`config.mk`:
```
export PLATFORM = sky130hd
export DESIGN_NAME = seq_tx_image_burst
export DESIGN_NICKNAME = d
export VERILOG_FILES = /design/src/rtl/seq_tx_image_burst.sv
export SDC_FILE = /design/constraint.sdc
export NUM_CORES = 1
export LEC_CHECK = 0
export BUFFER_PORTS_ARGS = -buffer_cell sky130_fd_sc_hd__buf_2
export CORE_MARGIN = 2
export CORE_UTILIZATION = 40
export DETAILED_ROUTE_END_ITERATION = 12
export GPL_ROUTABILITY_DRIVEN = 0
export SLEW_MARGIN = 20
export SYNTH_ARGS = -nofsm -noshare
export SYNTH_HDL_FRONTEND = slang
export SYNTH_SLANG_ARGS = --single-unit
```
`constraint.sdc`:
```
create_clock -name clk -period 5.55 [get_ports clk]
set_input_delay 0.8325 -clock clk [delete_from_list [all_inputs] [get_ports clk]]
set_output_delay 0.8325 -clock clk [all_outputs]
set_load 0.02 [all_outputs]
```
`src/rtl/seq_tx_image_burst.sv`:
```
// Reads an image back from the R/G/B word SRAMs and hands each 4-pixel word
// to the TX message composer as one burst payload.
module seq_tx_image_burst #(
  parameter int unsigned ADDR_W     = 14,
  parameter int unsigned RD_LATENCY = 1,
  parameter int unsigned MAX_PIXELS = 65536
) (
  input  logic              clk,
  input  logic              rst,
  input  logic              start,
  input  logic              abort,
  input  logic [15:0]       img_width,
  input  logic [15:0]       img_height,
  output logic              sram_r_rd_en,
  output logic              sram_g_rd_en,
  output logic              sram_b_rd_en,
  output logic [ADDR_W-1:0] sram_r_addr_rd,
  output logic [ADDR_W-1:0] sram_g_addr_rd,
  output logic [ADDR_W-1:0] sram_b_addr_rd,
  input  logic [31:0]       sram_r_rd_data,
  input  logic [31:0]       sram_g_rd_data,
  input  logic [31:0]       sram_b_rd_data,
  input  logic              cmpsr_busy,
  output logic              start_request_to_cmpsr,
  output logic [31:0]       red_burst,
  output logic [31:0]       green_burst,
  output logic [31:0]       blue_burst,
  output logic [2:0]        burst_valid_px,
  output logic              burst_last,
  output logic              tx_seq_burst_busy,
  output logic              tx_seq_burst_dn
);

  localparam int unsigned PX_W   = $clog2(MAX_PIXELS + 1);
  localparam int unsigned CMP_W  = (ADDR_W > PX_W) ? ADDR_W : PX_W;
  localparam int unsigned WAIT_W = 2;

  typedef enum logic [2:0] {
    IDLE, RD_REQ, RD_WAIT, CAPTURE, SEND, WAIT_BUSY, WAIT_IDLE, DONE
  } state_t;

  state_t             state;
  logic [ADDR_W-1:0]  addr;
  logic [CMP_W-1:0]   last_addr;
  logic [1:0]         px_rem;
  logic [WAIT_W-1:0]  wait_cnt;
  logic               rd_en;

  logic [31:0]        prod_c;
  logic [PX_W-1:0]    total_px_c;
  logic               is_last_c;
  logic [2:0]         vpx_c;
  logic [31:0]        red_c;
  logic [31:0]        green_c;
  logic [31:0]        blue_c;

  assign sram_r_rd_en   = rd_en;
  assign sram_g_rd_en   = rd_en;
  assign sram_b_rd_en   = rd_en;
  assign sram_r_addr_rd = addr;
  assign sram_g_addr_rd = addr;
  assign sram_b_addr_rd = addr;

  // Saturated pixel count from the live dimensions; only latched on start.
  always_comb begin
    prod_c     = 32'(img_width) * 32'(img_height);
    total_px_c = (prod_c > 32'(MAX_PIXELS)) ? PX_W'(MAX_PIXELS) : PX_W'(prod_c);
  end

  // Word being captured: valid-pixel count and zeroing of unused tail bytes.
  always_comb begin
    is_last_c = (CMP_W'(addr) == last_addr);
    vpx_c     = (is_last_c && (px_rem != 2'd0)) ? {1'b0, px_rem} : 3'd4;
    red_c     = '0;
    green_c   = '0;
    blue_c    = '0;
    for (int i = 0; i < 4; i++) begin
      if (3'(i) < vpx_c) begin
        red_c[8*i +: 8]   = sram_r_rd_data[8*i +: 8];
        green_c[8*i +: 8] = sram_g_rd_data[8*i +: 8];
        blue_c[8*i +: 8]  = sram_b_rd_data[8*i +: 8];
      end
    end
  end

  always_ff @(posedge clk or posedge rst) begin
    if (rst) begin
      state                  <= IDLE;
      addr                   <= '0;
      last_addr              <= '0;
      px_rem                 <= '0;
      wait_cnt               <= '0;
      rd_en                  <= 1'b0;
      start_request_to_cmpsr <= 1'b0;
      red_burst              <= '0;
      green_burst            <= '0;
      blue_burst             <= '0;
      burst_valid_px         <= '0;
      burst_last             <= 1'b0;
      tx_seq_burst_busy      <= 1'b0;
      tx_seq_burst_dn        <= 1'b0;
    end else begin
      rd_en                  <= 1'b0;
      start_request_to_cmpsr <= 1'b0;
      tx_seq_burst_dn        <= 1'b0;
      if (abort) begin
        state             <= IDLE;
        addr              <= '0;
        red_burst         <= '0;
        green_burst       <= '0;
        blue_burst        <= '0;
        burst_valid_px    <= '0;
        burst_last        <= 1'b0;
        tx_seq_burst_busy <= 1'b0;
      end else begin
        case (state)
          IDLE: begin
            if (start) begin
              addr      <= '0;
              px_rem    <= total_px_c[1:0];
              last_addr <= CMP_W'((total_px_c + PX_W'(3)) >> 2) - CMP_W'(1);
              if (total_px_c == '0) begin
                state           <= DONE;
                tx_seq_burst_dn <= 1'b1;
              end else begin
                state             <= RD_REQ;
                rd_en             <= 1'b1;
                tx_seq_burst_busy <= 1'b1;
              end
            end
          end
          RD_REQ: begin
            if (RD_LATENCY > 1) begin
              state    <= RD_WAIT;
              wait_cnt <= WAIT_W'(RD_LATENCY - 2);
            end else begin
              state <= CAPTURE;
            end
          end
          RD_WAIT: begin
            if (wait_cnt == '0) state <= CAPTURE;
            else                wait_cnt <= wait_cnt - WAIT_W'(1);
          end
          CAPTURE: begin
            red_burst      <= red_c;
            green_burst    <= green_c;
            blue_burst     <= blue_c;
            burst_valid_px <= vpx_c;
            burst_last     <= is_last_c;
            state          <= SEND;
          end
          SEND: begin
            if (!cmpsr_busy) begin
              start_request_to_cmpsr <= 1'b1;
              state                  <= WAIT_BUSY;
            end
          end
          WAIT_BUSY: begin
            if (cmpsr_busy) state <= WAIT_IDLE;
          end
          WAIT_IDLE: begin
            if (!cmpsr_busy) begin
              if (burst_last) begin
                state             <= DONE;
                tx_seq_burst_dn   <= 1'b1;
                tx_seq_burst_busy <= 1'b0;
              end else begin
                addr  <= addr + ADDR_W'(1);
                rd_en <= 1'b1;
                state <= RD_REQ;
              end
            end
          end
          DONE:    state <= IDLE;
          default: state <= IDLE;
        endcase
      end
    end
  end

endmodule

```
==> run summary, run 1 <==
The flow ran to the end, but the final reports show violations. The checks that failed: negative setup slack. The first global-routing pass estimated 73.2 mm of wire. The setup slack of the critical path after layout is -1.78 ns. The tools report the deepest level of the CTS H-tree as 4.

The floorplan step set the die width to 200 µm. The async set or reset register ratio after synthesis was 100%. The number of instances on the worst hold path was 1; the number of placement rows was 71.

The worst endpoint data arrival time was 7.67 ns; the number of antenna repair diodes was 0. Entering global routing, the biggest net connects 112 pins. STA classifies the critical path startpoint as a primary input. The number of CTS-inserted buffers is 17, and the synthesized instance count is 1,659. The endpoint required time on the critical path is 5.89 ns, and the growth of design area from synthesis to finish is 32.5%. The tools report the core footprint as 37,800 µm². During synthesis, Yosys emitted a total of 0 warnings. For the finished layout, the period the worst path requires is 7.33 ns. The detail-routed via count per cell works out to 5.13. The detailed-route wire length per cell is 16.6 µm.

In the synthesized netlist the dominant register cell turns out to be sky130_fd_sc_hd__dfrtp_1. The number of synthesized flops with an enable pin came out at 0. The die is 200 µm tall. Counting along the longest clock path gives a buffer depth of 2. The synthesized design contains 141 register bits. On the worst path, the slowest cell contributes a delay of 0.54 ns. For this configuration, the core starts out at a cell density of 40.8%.

In the layout the commonest cells are sky130_fd_sc_hd__buf_2, sky130_fd_sc_hd__buf_4, sky130_fd_sc_hd__inv_1, sky130_fd_sc_hd__nand2_1, sky130_fd_sc_hd__fa_1. The actual transition at the worst max-transition pin is 1.03 ns, and the overall track demand over capacity in global routing is 22.2%. The cell area after synthesis came out at 15,400 µm². Ranked by total cell area, the synthesized netlist is headed by sky130_fd_sc_hd__fa_1, sky130_fd_sc_hd__dfrtp_1, sky130_fd_sc_hd__ha_1.

The tools report the post-synthesis net count as 2,093. Setup repair after global routing could not meet its margin everywhere. The final critical path takes up 132% of the cycle. The largest individual stage delay along the critical path comes from the cell sky130_fd_sc_hd__fa_2. The number of violations reported at the end of detailed-routing iteration 0 was 888. The count of boundary I/O pins came out at 281.

After clock tree synthesis, the clock-pin slew on the worst setup and hold paths is 0.06 ns. The tools report the highest clock rate as 136 MHz. The tool flagged a number of max-cap violations equal to 0. The run gives 40,200 µm² as the die area. The library cell used as clock root buffer is sky130_fd_sc_hd__clkbuf_16. The tools report the number of nets with antenna violations after detailed routing as 0.

For the final database, setup skew stands at 0.00949 ns. At the end of the flow, the number of nets in the layout was 2,527. Dominant cell type by area after synthesis: sky130_fd_sc_hd__fa_1.

The final-report hold violation count is 0, and the fraction of post-synthesis cell area in the top cell type by area is 25.2%. For the count of unresolved DRC violations after routing, the log shows 0. The library cell used most frequently in the layout, excluding fill and tap cells, is sky130_fd_sc_hd__buf_2.

In this run the mean area of a mapped cell was 9.30 µm². TritonCTS built the clock tree. The tightest min-delay check is of the flip-flop to flip-flop type. The via total after detailed routing is 13,400, and the cell count after placement is 2,549. The total wire length after detailed routing was 43.5 mm. The tools report the post-layout instance count excluding filler cells as 2,617. The number of buffer and inverter stages on the critical path works out to 5. The hold-fix buffer count after cts came out at 0. The post-layout utilization of the core is 54.0%, and the final number of setup-violating endpoints is 23. Measured against its own limit, the worst slew margin works out to 30.6%. The run gives 34.9 mm as the post-detailed-placement half-perimeter wirelength.

Global routing finished with a remaining overflow of 0. The kind of cell with the highest combined delay along the critical path is adder cells. The total of buffers placed on input and output ports works out to 280.

In this run the worst path has a maximum fanout of 6. The via count of the first global-routing pass came out at 14,300. Initial antenna violation count: 0. The tools report the number of distinct library cells after synthesis as 71. The most numerous cell type found on the critical path is sky130_fd_sc_hd__fa_1. Clock latency of the later-clocked register in the worst-skew pair: 0.42 ns. The type of element capturing the critical path was a flip-flop. Sequential fraction of the synthesis area: 22.9%. At the placement stage, the worst setup path has a slack of -2.55 ns.

For the total iterations of the first detailed-routing run, the log shows 5. Count of pins over their slew limit: 0. Counting cells, the worst reg-to-reg path comes to 5. Across all hold checks on the routed design, the worst slack comes to 0.491 ns.

The layout cell share with drive strength beyond 1 was 34.3%; the path length in cells of the critical path was 30. The critical path in this run is classified as primary input to flip-flop. Number of sinks handled by clock tree synthesis: 141.
worst paths after layout:
kind | start | to | slack, ns
max in group asynchronous | rst | last_addr[11] | 4.10
worst min register to register | burst_valid_px[2] | burst_valid_px[2] | 0.49
worst max register to register | state[0] | sram_b_addr_rd[0] | 2.26
worst max-delay path | img_height[5] | last_addr[12] | -1.78
worst min-delay path | burst_valid_px[2] | burst_valid_px[2] | 0.49
min in group asynchronous | rst | blue_burst[17] | 0.53
metal layers:
| metal | wire [µm] | global-route usage (%) | share of wire [%] | up-vias |
|---|---|---|---|---|
| met3 | 1430 | 2.48 | 3.3 | 51 |
| met2 | 22300 | 39.8 | 51 | 290 |
| met4 | 586 | 3.99 | 1.3 | 0 |
| li1 | - | - | - | 6304 |
| met5 | 0 | 0 | 0 | - |
| met1 | 19200 | 29.1 | 44 | 6775 |
cells by family (layout without fill, tap and decap cells):
family,Yosys count,after routing,share of synthesized area (%)
multiplexers,10,10,0.689
adder cells (fa/ha/maj),301,301,33.8
AND/OR/NAND/NOR,492,492,15.8
flip-flops,141,141,22.9
XOR/XNOR,52,52,3.00
buffers and inverters,353,800,9.50
AO/OA/AOI/OAI,310,310,14.3
per-stage QoR:
stage,setup TNS (ns),area (µm²)
floorplan,-30.25,15900
global placement,-41.42,18800
detailed placement,-42.67,18800
CTS,-26.39,20100
global route,-30.81,20400
finish,-24.88,20400
layout make-up:
class                      count  area [µm²]
clock buffer                  19         433
clock inverter                13         165
fill                        3513       17400
inverter                     239         907
multi-input combinational   1165       11200
sequential                   141        3530
tap                          511         639
timing repair buffer         529        3590
flip-flops by register name (all words and copies together), names as in the netlist:
signal,cells
green_burst,32
start_request_to_cmpsr,1
red_burst,32
tx_seq_burst_busy,1
sram_b_addr_rd,14
sram_b_rd_en,1
px_rem,2
last_addr,16
tx_seq_burst_dn,1
burst_valid_px,3
wait_cnt,2
blue_burst,32
burst_last,1
state,3
worst reg2reg max path: stages (launching register included):
cell and delay (ns):
sky130_fd_sc_hd__dfrtp_1 0.54, sky130_fd_sc_hd__nor3_1 0.76, sky130_fd_sc_hd__mux2_2 0.41, sky130_fd_sc_hd__nor2_1 0.73, sky130_fd_sc_hd__nor2_1 0.37, sky130_fd_sc_hd__mux2_2 0.38
synthesized netlist by cell type (3+ instances only):
| master | number |
|---|---|
| sky130_fd_sc_hd__inv_1 | 239 |
| sky130_fd_sc_hd__nand2_1 | 198 |
| sky130_fd_sc_hd__fa_1 | 194 |
| sky130_fd_sc_hd__dfrtp_1 | 141 |
| sky130_fd_sc_hd__and2_1 | 123 |
| sky130_fd_sc_hd__ha_1 | 107 |
| sky130_fd_sc_hd__a22o_1 | 101 |
| sky130_fd_sc_hd__clkbuf_1 | 74 |
| sky130_fd_sc_hd__o21ai_0 | 63 |
| sky130_fd_sc_hd__nor2_1 | 55 |
| sky130_fd_sc_hd__a21oi_1 | 52 |
| sky130_fd_sc_hd__buf_4 | 30 |
| sky130_fd_sc_hd__xnor2_1 | 29 |
| sky130_fd_sc_hd__nor3_1 | 24 |
| sky130_fd_sc_hd__xor2_1 | 22 |
| sky130_fd_sc_hd__nand4_1 | 19 |
| sky130_fd_sc_hd__nand3_1 | 16 |
| sky130_fd_sc_hd__a21o_1 | 15 |
| sky130_fd_sc_hd__a31oi_1 | 15 |
| sky130_fd_sc_hd__and3_1 | 14 |
| sky130_fd_sc_hd__nand2b_1 | 9 |
| sky130_fd_sc_hd__a211oi_1 | 8 |
| sky130_fd_sc_hd__nor4_1 | 6 |
| sky130_fd_sc_hd__o21ai_1 | 6 |
| sky130_fd_sc_hd__a211o_1 | 5 |
| sky130_fd_sc_hd__buf_2 | 5 |
| sky130_fd_sc_hd__mux2_2 | 5 |
| sky130_fd_sc_hd__mux2i_1 | 5 |
| sky130_fd_sc_hd__o21a_1 | 5 |
| sky130_fd_sc_hd__and4_1 | 4 |
| sky130_fd_sc_hd__o31ai_1 | 4 |
| sky130_fd_sc_hd__or3_1 | 4 |
| sky130_fd_sc_hd__a21boi_0 | 3 |
| sky130_fd_sc_hd__a31o_2 | 3 |
| sky130_fd_sc_hd__buf_6 | 3 |
| sky130_fd_sc_hd__nand3b_1 | 3 |
| sky130_fd_sc_hd__o211ai_1 | 3 |
| sky130_fd_sc_hd__o311ai_0 | 3 |
| sky130_fd_sc_hd__or2_2 | 3 |
repair_timing:
action	4_1_cts	5_1_grt
cloned	1	0
setup buffers	21	16
gates resized for setup	139	57
setup endpoints to repair	23	23
pin swaps	83	52
Power of run 1 is left out: the tool's default activity adds up to more than one toggle a clock period on the data nets, which glitch-free logic cannot reach.
==> run 2: changes to the inputs <==
- CELL_PAD_IN_SITES_DETAIL_PLACEMENT: unset -> 0
- CELL_PAD_IN_SITES_GLOBAL_PLACEMENT: unset -> 1
- CTS_CLUSTER_SIZE: unset -> 24
- PLACE_DENSITY_LB_ADDON: unset -> 0.1
==> run 2 against run 1 <==
  * Final cell count shrank 0.27%
  * Non-clock buffer count shrank 10
  * Register-to-register slack gained 0.12 ns
  * Via count shrank 0.87%
  * Die area is the same
  * Routed wire length grew 1.1%
  * The run still ends with negative setup slack left
  * Critical endpoint unchanged
  * Utilization shrank 0.84 points
  * Largest cell class unchanged
  * Global-route usage grew 0.36 points
  * First-iteration DRC count shrank 27%
==> run summary, run 2 (synthesis gave the netlist of run 1 again) <==
The final-layout worst hold slack came out at 0.482 ns (-0.00951 ns). The total of buffers placed on input and output ports works out to 280 (unchanged). The tools report the number of nets with antenna violations after detailed routing as 0 (unchanged). The count of unresolved DRC violations after routing was 0 (unchanged). The clock latency of the later-clocked register in the worst-skew pair was 0.42 ns (about the same); the worst endpoint data arrival time was 7.82 ns (+0.15 ns). The share of the cycle needed by the critical path after routing is 135% (+2.8 points), and the number of placement rows is 71 (unchanged). The highest clock rate came out at 134 MHz (-2.1%). The total cell area at the placement stage was 18,900 µm² (+0.31%).

The largest registers in the layout are blue_burst x32, green_burst x32, red_burst x32. The largest net degree at the start of global routing was 101 (-9.8%). Post-layout instance count excluding filler cells: 2,610 (-0.27%).

The run gives 0 (unchanged) as the sum of overflow across all layers after global routing. The count of nets after finishing came out at 2,517 (-0.40%). The setup slack of the critical path after layout is -1.94 ns (-0.157 ns), and the die area is 40,200 µm² (unchanged). The worst setup path is of the primary input to flip-flop kind. In the layout the commonest cells are sky130_fd_sc_hd__buf_2, sky130_fd_sc_hd__inv_1, sky130_fd_sc_hd__buf_4, sky130_fd_sc_hd__nand2_1, sky130_fd_sc_hd__fa_1. The final design area excluding fillers is 20,100 µm² (-1.5%), and the clock period minus worst slack is 7.49 ns (+0.157 ns). The highest fanout seen on the critical path works out to 5 (-1). The tools report the largest buffer count on any clock path as 2 (unchanged). The core footprint was 37,800 µm² (unchanged); the die boundary height was 200 µm (unchanged).

STA classifies the critical path startpoint as a primary input. The final worst clock skew is 0.0120 ns (+0.00247 ns). The via total after detailed routing is 13,300 (-0.87%). The largest individual stage delay along the critical path comes from the cell sky130_fd_sc_hd__fa_2.

The largest stage delay on the critical path was 0.58 ns (+0.04 ns). The run gives 4 (unchanged) as the deepest level of the CTS H-tree. The largest delay contributor family on the critical path was adder cells. The detail-routed via count per cell was 5.10 (-0.61%). The clock transition at the registers of the reported paths came out at 0.06 ns (about the same). The number of CTS-inserted buffers was 17 (unchanged). The headroom to the max-slew limit was 29.1% (-1.5 points). The detailed-route wire length per cell works out to 16.8 µm (+1.3%). The run gives 141 (unchanged) as the number of sinks handled by clock tree synthesis. Setup repair after global routing could not meet its margin everywhere. The endpoint required time on the critical path is 5.89 ns (about the same). The run gives 40.8% (unchanged) as the starting utilization of the core area. The tree is rooted in a sky130_fd_sc_hd__clkbuf_16. Count of pins over their slew limit: 0 (unchanged). Die width: 200 µm (unchanged). The tools report the worst flop-to-flop path startpoint as state[0]. The start point of the critical path was img_width[8]. The tools report the overall track demand over capacity in global routing as 22.5% (+0.36 points).

TritonCTS built the clock tree. The run gives 5 (unchanged) as the total iterations of the first detailed-routing run. The flow ran to the end, but the final reports show violations. The total wire length after detailed routing was 44.0 mm (+1.1%). The initial antenna violation count is 4 (+4). The number of buffer and inverter stages on the critical path is 8 (+3), and the number of violations reported at the end of detailed-routing iteration 0 is 651 (-27%). The final-report hold violation count was 0 (unchanged); the post-detailed-placement half-perimeter wirelength was 35.9 mm (+3.0%). The via count of the first global-routing pass came out at 14,200 (-0.64%). STA classifies the critical path endpoint as a flip-flop. In this run the most critical hold path is launched from burst_valid_px[2]. The post-layout utilization of the core is 53.2% (-0.84 points), and the hold-fix buffer count after cts is 0 (unchanged). The cell count after placement came out at 2,552 (+0.12%). The layout cell share with drive strength beyond 1 works out to 32.3% (-2.0 points). The checks that failed: negative setup slack. Leaving out fill and tap cells, the most frequent cell in the layout is sky130_fd_sc_hd__buf_2.

The tools report the wire length of the first global-routing pass as 73.7 mm (+0.67%). The logs give 0 (unchanged) for the number of violations of the max-capacitance limit and 23 (unchanged) for the final number of setup-violating endpoints. The actual transition at the worst max-transition pin was 1.06 ns (+0.0375 ns); the growth of design area from synthesis to finish was 30.4%. Path category of the worst min-delay check: flip-flop to flip-flop.

The run gives 281 (unchanged) as the count of boundary I/O pins.
-- run 2: cell type report --
class | instances | area, µm²
diodes | 3 | 7.51
well taps | 511 | 639
multi-input cells | 1165 | 11000
inverters | 239 | 902
fillers | 3611 | 17700
flip-flops and latches | 141 | 3530
repair buffers | 519 | 3460
clock inverters | 14 | 133
clock buffers | 18 | 429
-- run 2: path summary, 6_finish.rpt --
kind	endpoint	slack (ns)	cells past startpoint
worst max-delay path	last_addr[12]	-1.94	32
worst min-delay path	burst_valid_px[2]	0.48	1
worst max register to register	sram_b_addr_rd[0]	2.38	5
worst min register to register	burst_valid_px[2]	0.48	1
max in group asynchronous	blue_burst[12]	3.76	3
min in group asynchronous	tx_seq_burst_busy	0.58	2
-- run 2: repair_timing --
action / CTS / global route
setup buffers: 14 / 10
endpoints found under the setup margin: 23 / 23
pin swaps: 43 / 40
gates resized for setup: 76 / 50
gates cloned: 0 / 1
-- run 2: per-layer routing --
layer / share of wire, % / wire (µm) / GRT usage (%) / vias up
li1: - / - / - / 6279
met1: 46 / 20100 / 30.0 / 6738
met2: 50 / 21800 / 39.4 / 246
met3: 3.5 / 1540 / 3.41 / 38
met4: 1.2 / 548 / 3.65 / 2
met5: 0.016 / 7 / 0 / -
-- run 2: through the flow --
step                setup WS [ns]  setup TNS (ns)
floorplan                   -2.32          -30.25
global placement            -2.54          -41.64
detailed placement          -2.64          -43.58
CTS                         -1.90          -28.35
global route                -2.23          -34.07
finish                      -1.94          -29.20
Power of run 2 is left out for the same reason.
==> run 3: changes to the inputs <==
--- a/config.mk
+++ b/config.mk
@@ -10,2 +10,3 @@
 export CELL_PAD_IN_SITES_GLOBAL_PLACEMENT = 1
+export CORE_ASPECT_RATIO = 1.5
 export CORE_MARGIN = 2
--- a/constraint.sdc
+++ b/constraint.sdc
@@ -3,2 +3,2 @@
 set_output_delay 0.8325 -clock clk [all_outputs]
-set_load 0.02 [all_outputs]
+set_load 0.1 [all_outputs]
==> run 3 against run 2 <==
  * The flow still finishes with violations (negative setup slack)
  * Die area is essentially flat
  * Critical path depth unchanged
  * Sequential share of layout area decreased by 0.30 points
  * Final cell count rose by 0.38%
  * Largest cell class unchanged
==> run summary, run 3 (synthesis gave the netlist of run 1 again) <==
The flow ran to the end, but the final reports show violations. Pre-CTS setup slack: -2.67 ns (-0.0339 ns). The tools report the wire length of the first global-routing pass as 76.2 mm (+3.4%). The worst setup path is captured at a flip-flop. Setup repair after global routing could not meet its margin everywhere. The actual transition at the worst max-transition pin is 1.06 ns (-0.00320 ns).

The final worst clock skew is 0.0120 ns (+0.0000556 ns). Leaving out fill and tap cells, the most frequent cells in the layout are sky130_fd_sc_hd__buf_2, sky130_fd_sc_hd__buf_4, sky130_fd_sc_hd__inv_1, sky130_fd_sc_hd__nand2_1, sky130_fd_sc_hd__fa_1. The number of placement rows came out at 88 (+24%).

For the count of unresolved DRC violations after routing, the log shows 0 (unchanged). The count of nets after finishing is 2,545 (+1.1%), and the growth of design area from synthesis to finish is 32.7%. The endpoint required time on the critical path is 5.90 ns (about the same). The die area was 40,200 µm² (about the same). Final number of setup-violating endpoints: 23 (unchanged). The headroom to the max-slew limit is 29.3% (+0.21 points), and the via count of the first global-routing pass is 14,600 (+2.7%). The library cell used as clock root buffer was sky130_fd_sc_hd__clkbuf_16. The via total after detailed routing came out at 13,500 (+1.2%). For the starting utilization of the core area, the log shows 40.3% (-0.50 points). The number of sinks handled by clock tree synthesis came out at 141 (unchanged). The clock period minus worst slack was 7.40 ns (-0.0860 ns); the highest clock rate was 135 MHz (+1.2%). The category of the critical setup timing path was primary input to flip-flop. The deepest level of the CTS H-tree is 4 (unchanged), and the detail-routed via count per cell is 5.14 (+0.79%). The clock latency of the later-clocked register in the worst-skew pair was 0.43 ns (about the same). TritonCTS built the clock tree.

For the worst endpoint data arrival time, the log shows 7.75 ns (-0.07 ns). The tools report the largest buffer count on any clock path as 2 (unchanged). The post-detailed-placement half-perimeter wirelength is 39.7 mm (+11%). The worst setup path is launched from a primary input.

In the final layout, the registers with the most flip-flops are blue_burst x32, green_burst x32, red_burst x32. The total wire length after detailed routing was 47.7 mm (+8.5%). The final reports fail on negative setup slack. The die width works out to 164 µm (-18%). The run gives 0 (unchanged) as the sum of overflow across all layers after global routing. The total of buffers placed on input and output ports was 280 (unchanged); the number of CTS-inserted buffers was 17 (unchanged).

The detailed-route wire length per cell was 18.2 µm (+8.1%). Setup slack of the critical path after layout: -1.85 ns (+0.0860 ns). The cell at the slowest stage of the critical path is sky130_fd_sc_hd__fa_2. Largest net degree at the start of global routing: 113 (+12%). The run gives 20,500 µm² (+1.7%) as the final design area excluding fillers. The overall track demand over capacity in global routing came out at 24.3% (+1.8 points). For the setup TNS, the log shows -28.25 ns (+0.947 ns).

The cell repeated most along the worst path was sky130_fd_sc_hd__fa_2. The number of violations of the max-capacitance limit was 0 (unchanged). For the number of violations reported at the end of detailed-routing iteration 0, the log shows 625 (-4.0%). The largest stage delay on the critical path is 0.65 ns (+0.07 ns), and the number of nets with antenna violations after detailed routing is 0 (unchanged). The tools report the count of pins over their slew limit as 0 (unchanged).

The core footprint was 38,300 µm² (+1.2%). The die boundary height is 245 µm (+22%). The share of the cycle needed by the critical path after routing was 133% (-1.5 points); the layout cell share with drive strength beyond 1 was 34.6% (+2.3 points).

The final-report hold violation count is 0 (unchanged). The final-layout worst hold slack came out at 0.471 ns (-0.0106 ns). The clock transition at the registers of the reported paths is 0.06 ns (about the same). The total iterations of the first detailed-routing run was 4 (-1); the count of boundary I/O pins was 281 (unchanged). The path category of the worst min-delay check was flip-flop to flip-flop. The initial antenna violation count was 1 (-3); the total cell area at the placement stage was 18,900 µm² (about the same). The highest fanout seen on the critical path was 6 (+1). Leaving out fill and tap cells, the most frequent cell in the layout is sky130_fd_sc_hd__buf_2.
## run 3: worst paths after layout
kind / to / cells past startpoint / startpoint / slack (ns)
worst max-delay path: last_addr[12] / 32 / img_width[7] / -1.85
worst min-delay path: burst_valid_px[2] / 1 / burst_valid_px[2] / 0.47
worst max register to register: green_burst[15] / 7 / sram_b_addr_rd[0] / 2.43
worst min register to register: burst_valid_px[2] / 1 / burst_valid_px[2] / 0.47
min in group asynchronous: green_burst[13] / 2 / rst / 0.51
max in group asynchronous: last_addr[9] / 3 / rst / 4.05
## run 3: cell type report
class / count / area (µm²)
sequential: 141 / 3530
fill: 3633 / 17800
antenna: 1 / 2.50
clock inverter: 15 / 168
inverter: 239 / 907
clock buffer: 17 / 425
tap: 495 / 619
timing repair buffer: 547 / 3600
multi-input combinational: 1165 / 11200
## run 3: repair_timing
action                     CTS  global route
pin swaps                   70            68
setup endpoints to repair   23            23
resized for setup          130            48
hold buffers                 0             0
hold endpoints to repair     0             0
buffers inserted            31            15
## run 3: layer usage
metal / vias to the layer above / GRT usage, % / share of wire [%]
li1: 6328 / - / -
met4: 0 / 10.8 / 4.5
met5: - / 0 / 0
met2: 333 / 48.9 / 57
met1: 6704 / 24.3 / 35
met3: 94 / 2.80 / 3.7
## run 3: stage by stage
stage	utilization, %	instances
2_1_floorplan	-	1659
3_3_place_gp	49.2	2545
3_5_place_dp	49.2	2545
4_1_cts	52.8	2606
5_1_grt	53.4	2620
6_report	53.4	2620
## run 3: critical path, delay by kind of cell
kind / cells / cell delay (ns)
AO/OA/AOI/OAI: 7 / 1.10
XOR/XNOR: 1 / 0.15
adder cells (fa/ha/maj): 8 / 3.42
buffers and inverters: 7 / 0.70
multiplexers: 2 / 0.32
AND/OR/NAND/NOR: 7 / 1.23
Power of run 3 is left out for the same reason.
